$ cat config.mk
export PLATFORM = sky130hd
export DESIGN_NAME = fetch_unit
export DESIGN_NICKNAME = d
export VERILOG_FILES = /design/src/rtl/fetch_pkg.sv /design/src/rtl/fetch_perf_ctr.sv /design/src/rtl/fetch_unit.sv
export SDC_FILE = /design/constraint.sdc
export NUM_CORES = 1
export LEC_CHECK = 0
export CORE_MARGIN = 5
export CORE_UTILIZATION = 43
export CTS_CLUSTER_SIZE = 30
export DETAILED_ROUTE_END_ITERATION = 10
export HOLD_SLACK_MARGIN = 0.06
export MAX_ROUTING_LAYER = met4
export PLACE_DENSITY_LB_ADDON = 0.15
export SKIP_LAST_GASP = 1
export SLEW_MARGIN = 5
export SYNTH_ARGS = -nofsm -noshare
export SYNTH_HDL_FRONTEND = slang
export SYNTH_SLANG_ARGS = --single-unit
$ cat constraint.sdc
create_clock -name clk -period 2.89 [get_ports clk]
set_clock_uncertainty 0.15 [all_clocks]
set_input_delay 0.4335 -clock clk [delete_from_list [all_inputs] [get_ports clk]]
set_output_delay 0.4335 -clock clk [all_outputs]
set_load 0.1 [all_outputs]
$ cat src/rtl/fetch_pkg.sv
// Shared types and constants for the instruction fetch stage.
package fetch_pkg;

  typedef enum logic [1:0] {
    StBoot   = 2'd0,
    StRun    = 2'd1,
    StHalted = 2'd2,
    StFault  = 2'd3
  } fetch_state_e;

  typedef enum logic [1:0] {
    FaultNone       = 2'd0,
    FaultMisaligned = 2'd1,
    FaultOutOfRange = 2'd2
  } fetch_fault_e;

  localparam logic [31:0] PC_STEP = 32'd4;

endpackage

$ cat src/rtl/fetch_perf_ctr.sv
// Three free-running, wrapping 32-bit event counters with increment strobes.
module fetch_perf_ctr (
  input  logic        clk,
  input  logic        rst_n,
  input  logic        inc_fetch_i,
  input  logic        inc_redirect_i,
  input  logic        inc_stall_i,
  output logic [31:0] fetch_cnt_o,
  output logic [31:0] redirect_cnt_o,
  output logic [31:0] stall_cnt_o
);

  logic [31:0] fetch_cnt_d, fetch_cnt_q;
  logic [31:0] redirect_cnt_d, redirect_cnt_q;
  logic [31:0] stall_cnt_d, stall_cnt_q;

  // Next counter values: add one per strobe.
  always_comb begin
    fetch_cnt_d    = fetch_cnt_q + {31'd0, inc_fetch_i};
    redirect_cnt_d = redirect_cnt_q + {31'd0, inc_redirect_i};
    stall_cnt_d    = stall_cnt_q + {31'd0, inc_stall_i};
  end

  // Counter registers.
  always_ff @(posedge clk or negedge rst_n) begin
    if (!rst_n) begin
      fetch_cnt_q    <= '0;
      redirect_cnt_q <= '0;
      stall_cnt_q    <= '0;
    end else begin
      fetch_cnt_q    <= fetch_cnt_d;
      redirect_cnt_q <= redirect_cnt_d;
      stall_cnt_q    <= stall_cnt_d;
    end
  end

  assign fetch_cnt_o    = fetch_cnt_q;
  assign redirect_cnt_o = redirect_cnt_q;
  assign stall_cnt_o    = stall_cnt_q;

endmodule

$ cat src/rtl/fetch_unit.sv
// Instruction fetch stage: PC, imem addressing, fetch/decode output register
// with valid/ready, redirects, sticky halt and fault capture.
// Define FETCH_PERF_EN to build the live performance counters; otherwise the
// counter ports read as zero.
module fetch_unit
  import fetch_pkg::*;
#(
  parameter int unsigned IMEM_DEPTH = 1024,
  parameter logic [31:0] RESET_PC   = 32'h0000_0000
) (
  input  logic        clk,
  input  logic        rst_n,
  output logic [31:0] imem_addr_word,
  input  logic [31:0] imem_instr,
  output logic        out_valid,
  input  logic        out_ready,
  output logic [31:0] out_instr,
  output logic [31:0] out_pc,
  input  logic        redirect_valid,
  input  logic [31:0] redirect_pc,
  input  logic        halt_req,
  output logic        halted,
  output logic        fault,
  output logic [1:0]  fault_cause,
  output logic [31:0] fault_pc,
  output logic [31:0] perf_fetch_cnt,
  output logic [31:0] perf_redirect_cnt,
  output logic [31:0] perf_stall_cnt
);

  localparam logic [31:0] DepthWords = 32'(IMEM_DEPTH);

  fetch_state_e state_d, state_q;
  logic [31:0]  pc_d, pc_q;
  logic         out_valid_d, out_valid_q;
  logic [31:0]  out_instr_d, out_instr_q;
  logic [31:0]  out_pc_d, out_pc_q;
  fetch_fault_e fault_cause_d, fault_cause_q;
  logic [31:0]  fault_pc_d, fault_pc_q;

  logic advance;
  logic pc_oor;

  assign advance = !out_valid_q || out_ready;
  assign pc_oor  = {2'b00, pc_q[31:2]} >= DepthWords;

  // RUN-state priority: halt, misaligned redirect, redirect, range fault, capture.
  always_comb begin
    state_d       = state_q;
    pc_d          = pc_q;
    out_valid_d   = out_valid_q;
    out_instr_d   = out_instr_q;
    out_pc_d      = out_pc_q;
    fault_cause_d = fault_cause_q;
    fault_pc_d    = fault_pc_q;
    unique case (state_q)
      StBoot: state_d = StRun;
      StRun: begin
        if (halt_req) begin
          state_d     = StHalted;
          out_valid_d = 1'b0;
        end else if (redirect_valid && (redirect_pc[1:0] != 2'b00)) begin
          state_d       = StFault;
          fault_cause_d = FaultMisaligned;
          fault_pc_d    = redirect_pc;
          out_valid_d   = 1'b0;
        end else if (redirect_valid) begin
          // Flush the wrong-path instruction even if decode is stalled.
          pc_d        = redirect_pc;
          out_valid_d = 1'b0;
        end else if (advance && pc_oor) begin
          state_d       = StFault;
          fault_cause_d = FaultOutOfRange;
          fault_pc_d    = pc_q;
          out_valid_d   = 1'b0;
        end else if (advance) begin
          out_instr_d = imem_instr;
          out_pc_d    = pc_q;
          out_valid_d = 1'b1;
          pc_d        = pc_q + PC_STEP;
        end
      end
      default: ;  // HALTED and FAULT are terminal
    endcase
  end

  // State and datapath registers.
  always_ff @(posedge clk or negedge rst_n) begin
    if (!rst_n) begin
      state_q       <= StBoot;
      pc_q          <= RESET_PC;
      out_valid_q   <= 1'b0;
      out_instr_q   <= '0;
      out_pc_q      <= '0;
      fault_cause_q <= FaultNone;
      fault_pc_q    <= '0;
    end else begin
      state_q       <= state_d;
      pc_q          <= pc_d;
      out_valid_q   <= out_valid_d;
      out_instr_q   <= out_instr_d;
      out_pc_q      <= out_pc_d;
      fault_cause_q <= fault_cause_d;
      fault_pc_q    <= fault_pc_d;
    end
  end

  assign imem_addr_word = {2'b00, pc_q[31:2]};
  assign out_valid      = out_valid_q;
  assign out_instr      = out_instr_q;
  assign out_pc         = out_pc_q;
  assign halted         = (state_q == StHalted) || (state_q == StFault);
  assign fault          = (state_q == StFault);
  assign fault_cause    = fault_cause_q;
  assign fault_pc       = fault_pc_q;

`ifdef FETCH_PERF_EN
  logic in_run;
  logic inc_fetch;
  logic inc_redirect;
  logic inc_stall;

  assign in_run       = (state_q == StRun);
  assign inc_fetch    = in_run && !halt_req && !redirect_valid && advance && !pc_oor;
  assign inc_redirect = in_run && !halt_req && redirect_valid && (redirect_pc[1:0] == 2'b00);
  assign inc_stall    = in_run && out_valid_q && !out_ready;

  fetch_perf_ctr u_perf (
    .clk            (clk),
    .rst_n          (rst_n),
    .inc_fetch_i    (inc_fetch),
    .inc_redirect_i (inc_redirect),
    .inc_stall_i    (inc_stall),
    .fetch_cnt_o    (perf_fetch_cnt),
    .redirect_cnt_o (perf_redirect_cnt),
    .stall_cnt_o    (perf_stall_cnt)
  );
`else
  assign perf_fetch_cnt    = '0;
  assign perf_redirect_cnt = '0;
  assign perf_stall_cnt    = '0;
`endif

endmodule
==> results by group <==
Outcome
  – Status: complete, no violations

Synthesis
  – Seq/Total Area, Yosys: roughly 49%
  – Most common cell in the netlist: nand2_1
  – Combinational family with the most area after synthesis: simple AND/OR/NAND/NOR gates
  – Adder-cell share of the synthesized area: 0.370%
  – Post-Synthesis Cell Area: between 0.006 and 0.007 mm2
  – Commonest cells in the netlist: 143 x nand2_1, 133 x dfrtp_1, 128 x buf_4
  – Post-synthesis xor/xnor area fraction: 0%
  – Yosys warns: 0
  – Dominant cells by area after synthesis: dfrtp_1 49%, buf_4 14%, nand2_1 7.9%, mux2i_1 4.0%, nand3_1 3.1%
  – Top cell type's share of synthesized area: 49.2%
  – Dominant cell type by area after synthesis: dfrtp_1
  – Compound-Gate Fraction of Synth Area: a little over a tenth
  – Cells after Synth: ~740
  – Main synth FF type: dfrtp_1
  – Mux contribution to synthesized area: a little over 4%
  – Post-synth cell types: between 40 and 50
  – Avg Cell Area, Syn: slightly above 9 um2
  – Post-synth EDFFs: 0
  – FF+latch count, synth: approximately 130
  – Async SR Flop Fraction: 100%
  – Post-Synth Simple-Gate Area: 18.3%

Setup path
  – Cells along the critical path: nor4_1 -> nand3_1 -> or3_2 -> buf_12 -> a21oi_1 -> a2bb2oi_1
  – Worst-path maximum fanout: between 70 and 80
  – Critical path class: reg -> reg
  – CP peak stage delay: 540 ps
  – Critical path required time: 3070 ps
  – Slowest CP cell: or3_2
  – Arr. time, crit path: about 2700 ps
  – CP Launch Type: flip-flop
  – Setup crit end kind: flip-flop

Layout
  – Core Util, Final: approximately 57%
  – Area Growth Syn to Fin: 29.4%
  – Final net count: 973
  – Number of diodes: 0
  – Ratio of cells with drive above 1 in the final layout: 20.8%

Global route
  – Largest net degree at the start of global routing: between 70 and 80
  – Initial antenna violation count: 0
  – Global router's overall resource usage: 20.4%
  – First-pass GRT wire length: ~28 mm
  – Overflow after GRT: 0
  – Vias in the first global route: approximately 5300

Timing
  – Minimum clock period: around 2500 ps
  – RSZ-0062 raised after global routing: false
  – Setup TNS: 0 ps
  – Achievable frequency: between 0.4 and 0.5 GHz
  – WHS: 315 ps
  – Slew Viols, Final: 0
  – Period utilization: a little under nine tenths
  – Worst Setup Slack, final: between 300 and 400 ps
  – Measured slew at the worst slew-check pin: ~710 ps
  – Endpoints failing hold: 0
  – Rel. slew slack: between 50% and 60%
  – Final setup viols: 0

Floorplan
  – Chip height: roughly 140 um
  – Initial core utilization: ~44%
  – Core area: about 0.015 mm2
  – Die width: roughly 140 um
  – Die ar.: around 0.018 mm2
  – Row count: between 40 and 50
  – IO Count: 298

Pwr
  – PwrDens: about 660 mW/mm2
  – Worst vdd ir: ~0.0004 V
  – Tot Pwr: 5.82 mW
  – Static Leak: about 4.5 nW

CTS
  – Clock Sinks: 133
  – CTS tree: yes
  – Post-CTS Setup Bufs: 0
  – Post-CTS sizing: 0
  – Longest Clk Path Bufs: 2
  – Register clock-pin slew on the reported worst setup and hold paths: 60 ps
  – Hold buffer count at cts: 1
  – CTS root buffer: clkbuf_16
  – Worst skew pair latency: about 420 ps
  – H-tree level count: 4
  – Cts bufs inserted: 17

Job
  – Max-cap viol count: 0

Route
  – Vias: ~5400
  – DRC viols: 0
  – DR WL/cell: approximately 16 um
  – DR pass1 iterations: 5
  – Final WL: 18.3 mm
  – Detail-routed via count per cell: ~4.8
  – ANT nets after route: 0
  – DRT iter0 DRCs: 449

Placement
  – Hpwl dp: around 13 mm
  – Dpl ws: 310 ps
  – GPL Wtd Cong: around 0.80
  – Port-buffer cells: just under 200

Min path
  – Hold/Removal Path Class: reg -> reg
## critical path, delay by kind of cell (launching register included)
kind            cells  cell delay, ps
compound gates      2             330
buf+inv             1             210
flops               1             470
simple gates        3            1220
## layer usage
layer	track usage [%]	vias to the layer above	part of all wire, %
li1	-	2565	-
met1	25.3	2592	41
met2	32.8	257	50
met3	5.46	10	7.8
met4	5.88	0	0.77
met5	-	-	0
## registers in the layout (all words and copies together) (netlist names)
name and cells:
out_valid 1, state_q 2, out_pc 32, fault_pc 32, pc_q 32, out_instr 32, fault_cause 2
## per-stage QoR
stage          cell area, um2  instances
6_report                 8760       1126
5_1_grt                  8760       1126
4_1_cts                  8760       1126
3_3_place_gp             8130       1093
2_1_floorplan            7140        835
3_5_place_dp             8130       1093
## power breakdown
group | internal [mW] | leakage [nW] | switching (mW) | total, mW
combinational | 0.262 | 2.45 | 1.32 | 1.58
sequential | 1.94 | 1.76 | 0.0664 | 2.01
clock | 1.42 | 0.290 | 0.808 | 2.23
## cells in the final DEF, fill, tap and decap left out, types with 3 or more instances in the layout
cell type          n
a41oi_1            3
o21ai_1           38
buf_4            145
clkinv_2           3
a31oi_1           10
o22a_1             8
nor2b_1            4
clkbuf_8           3
nor3_1            13
a211o_1            7
nand3_1           42
a2bb2oi_1          4
conb_1            98
clkbuf_16         17
dfrtp_1          133
a21oi_1           21
buf_12             4
clkinvlp_4         5
nor4_1             6
mux2i_1           27
nor2_1            27
nand4_1            3
o21ai_0           15
and2_1            24
clkdlybuf4s50_1   67
nand2_1          143
and3_1             4
bufinv_16          3
inv_1             13
## layout make-up
type | count | area (um2)
fillers | 1392 | 6550
flip-flops and latches | 133 | 3330
multi-input cells | 519 | 2640
repair buffers | 218 | 1860
clock buffers | 20 | 467
well taps | 211 | 264
clock inverters | 12 | 151
inverters | 13 | 48.8
## final timing paths
check                      slack [ps]           from  cells after the start            end
setup / recovery                  400       pc_q[19]                      6       pc_q[11]
max in group asynchronous        1490          rst_n                      3       pc_q[27]
hold reg to reg                   320  out_instr[20]                      2  out_instr[20]
min in group asynchronous         370          rst_n                      2     out_pc[16]
hold / removal                    320  out_instr[20]                      2  out_instr[20]
setup reg to reg                  400       pc_q[19]                      6       pc_q[11]
## logic make-up (layout without fill, tap and decap cells)
kind of cell | count (synthesis) | in the layout
AOI/OAI and AO/OA | 117 | 117
and+or+nand+nor | 274 | 274
DFF | 133 | 133
adders and majority gates | 2 | 2
muxes | 28 | 28
buffers and inverters | 183 | 263
other | 1 | 98
Power figures use the tool's default switching activity.
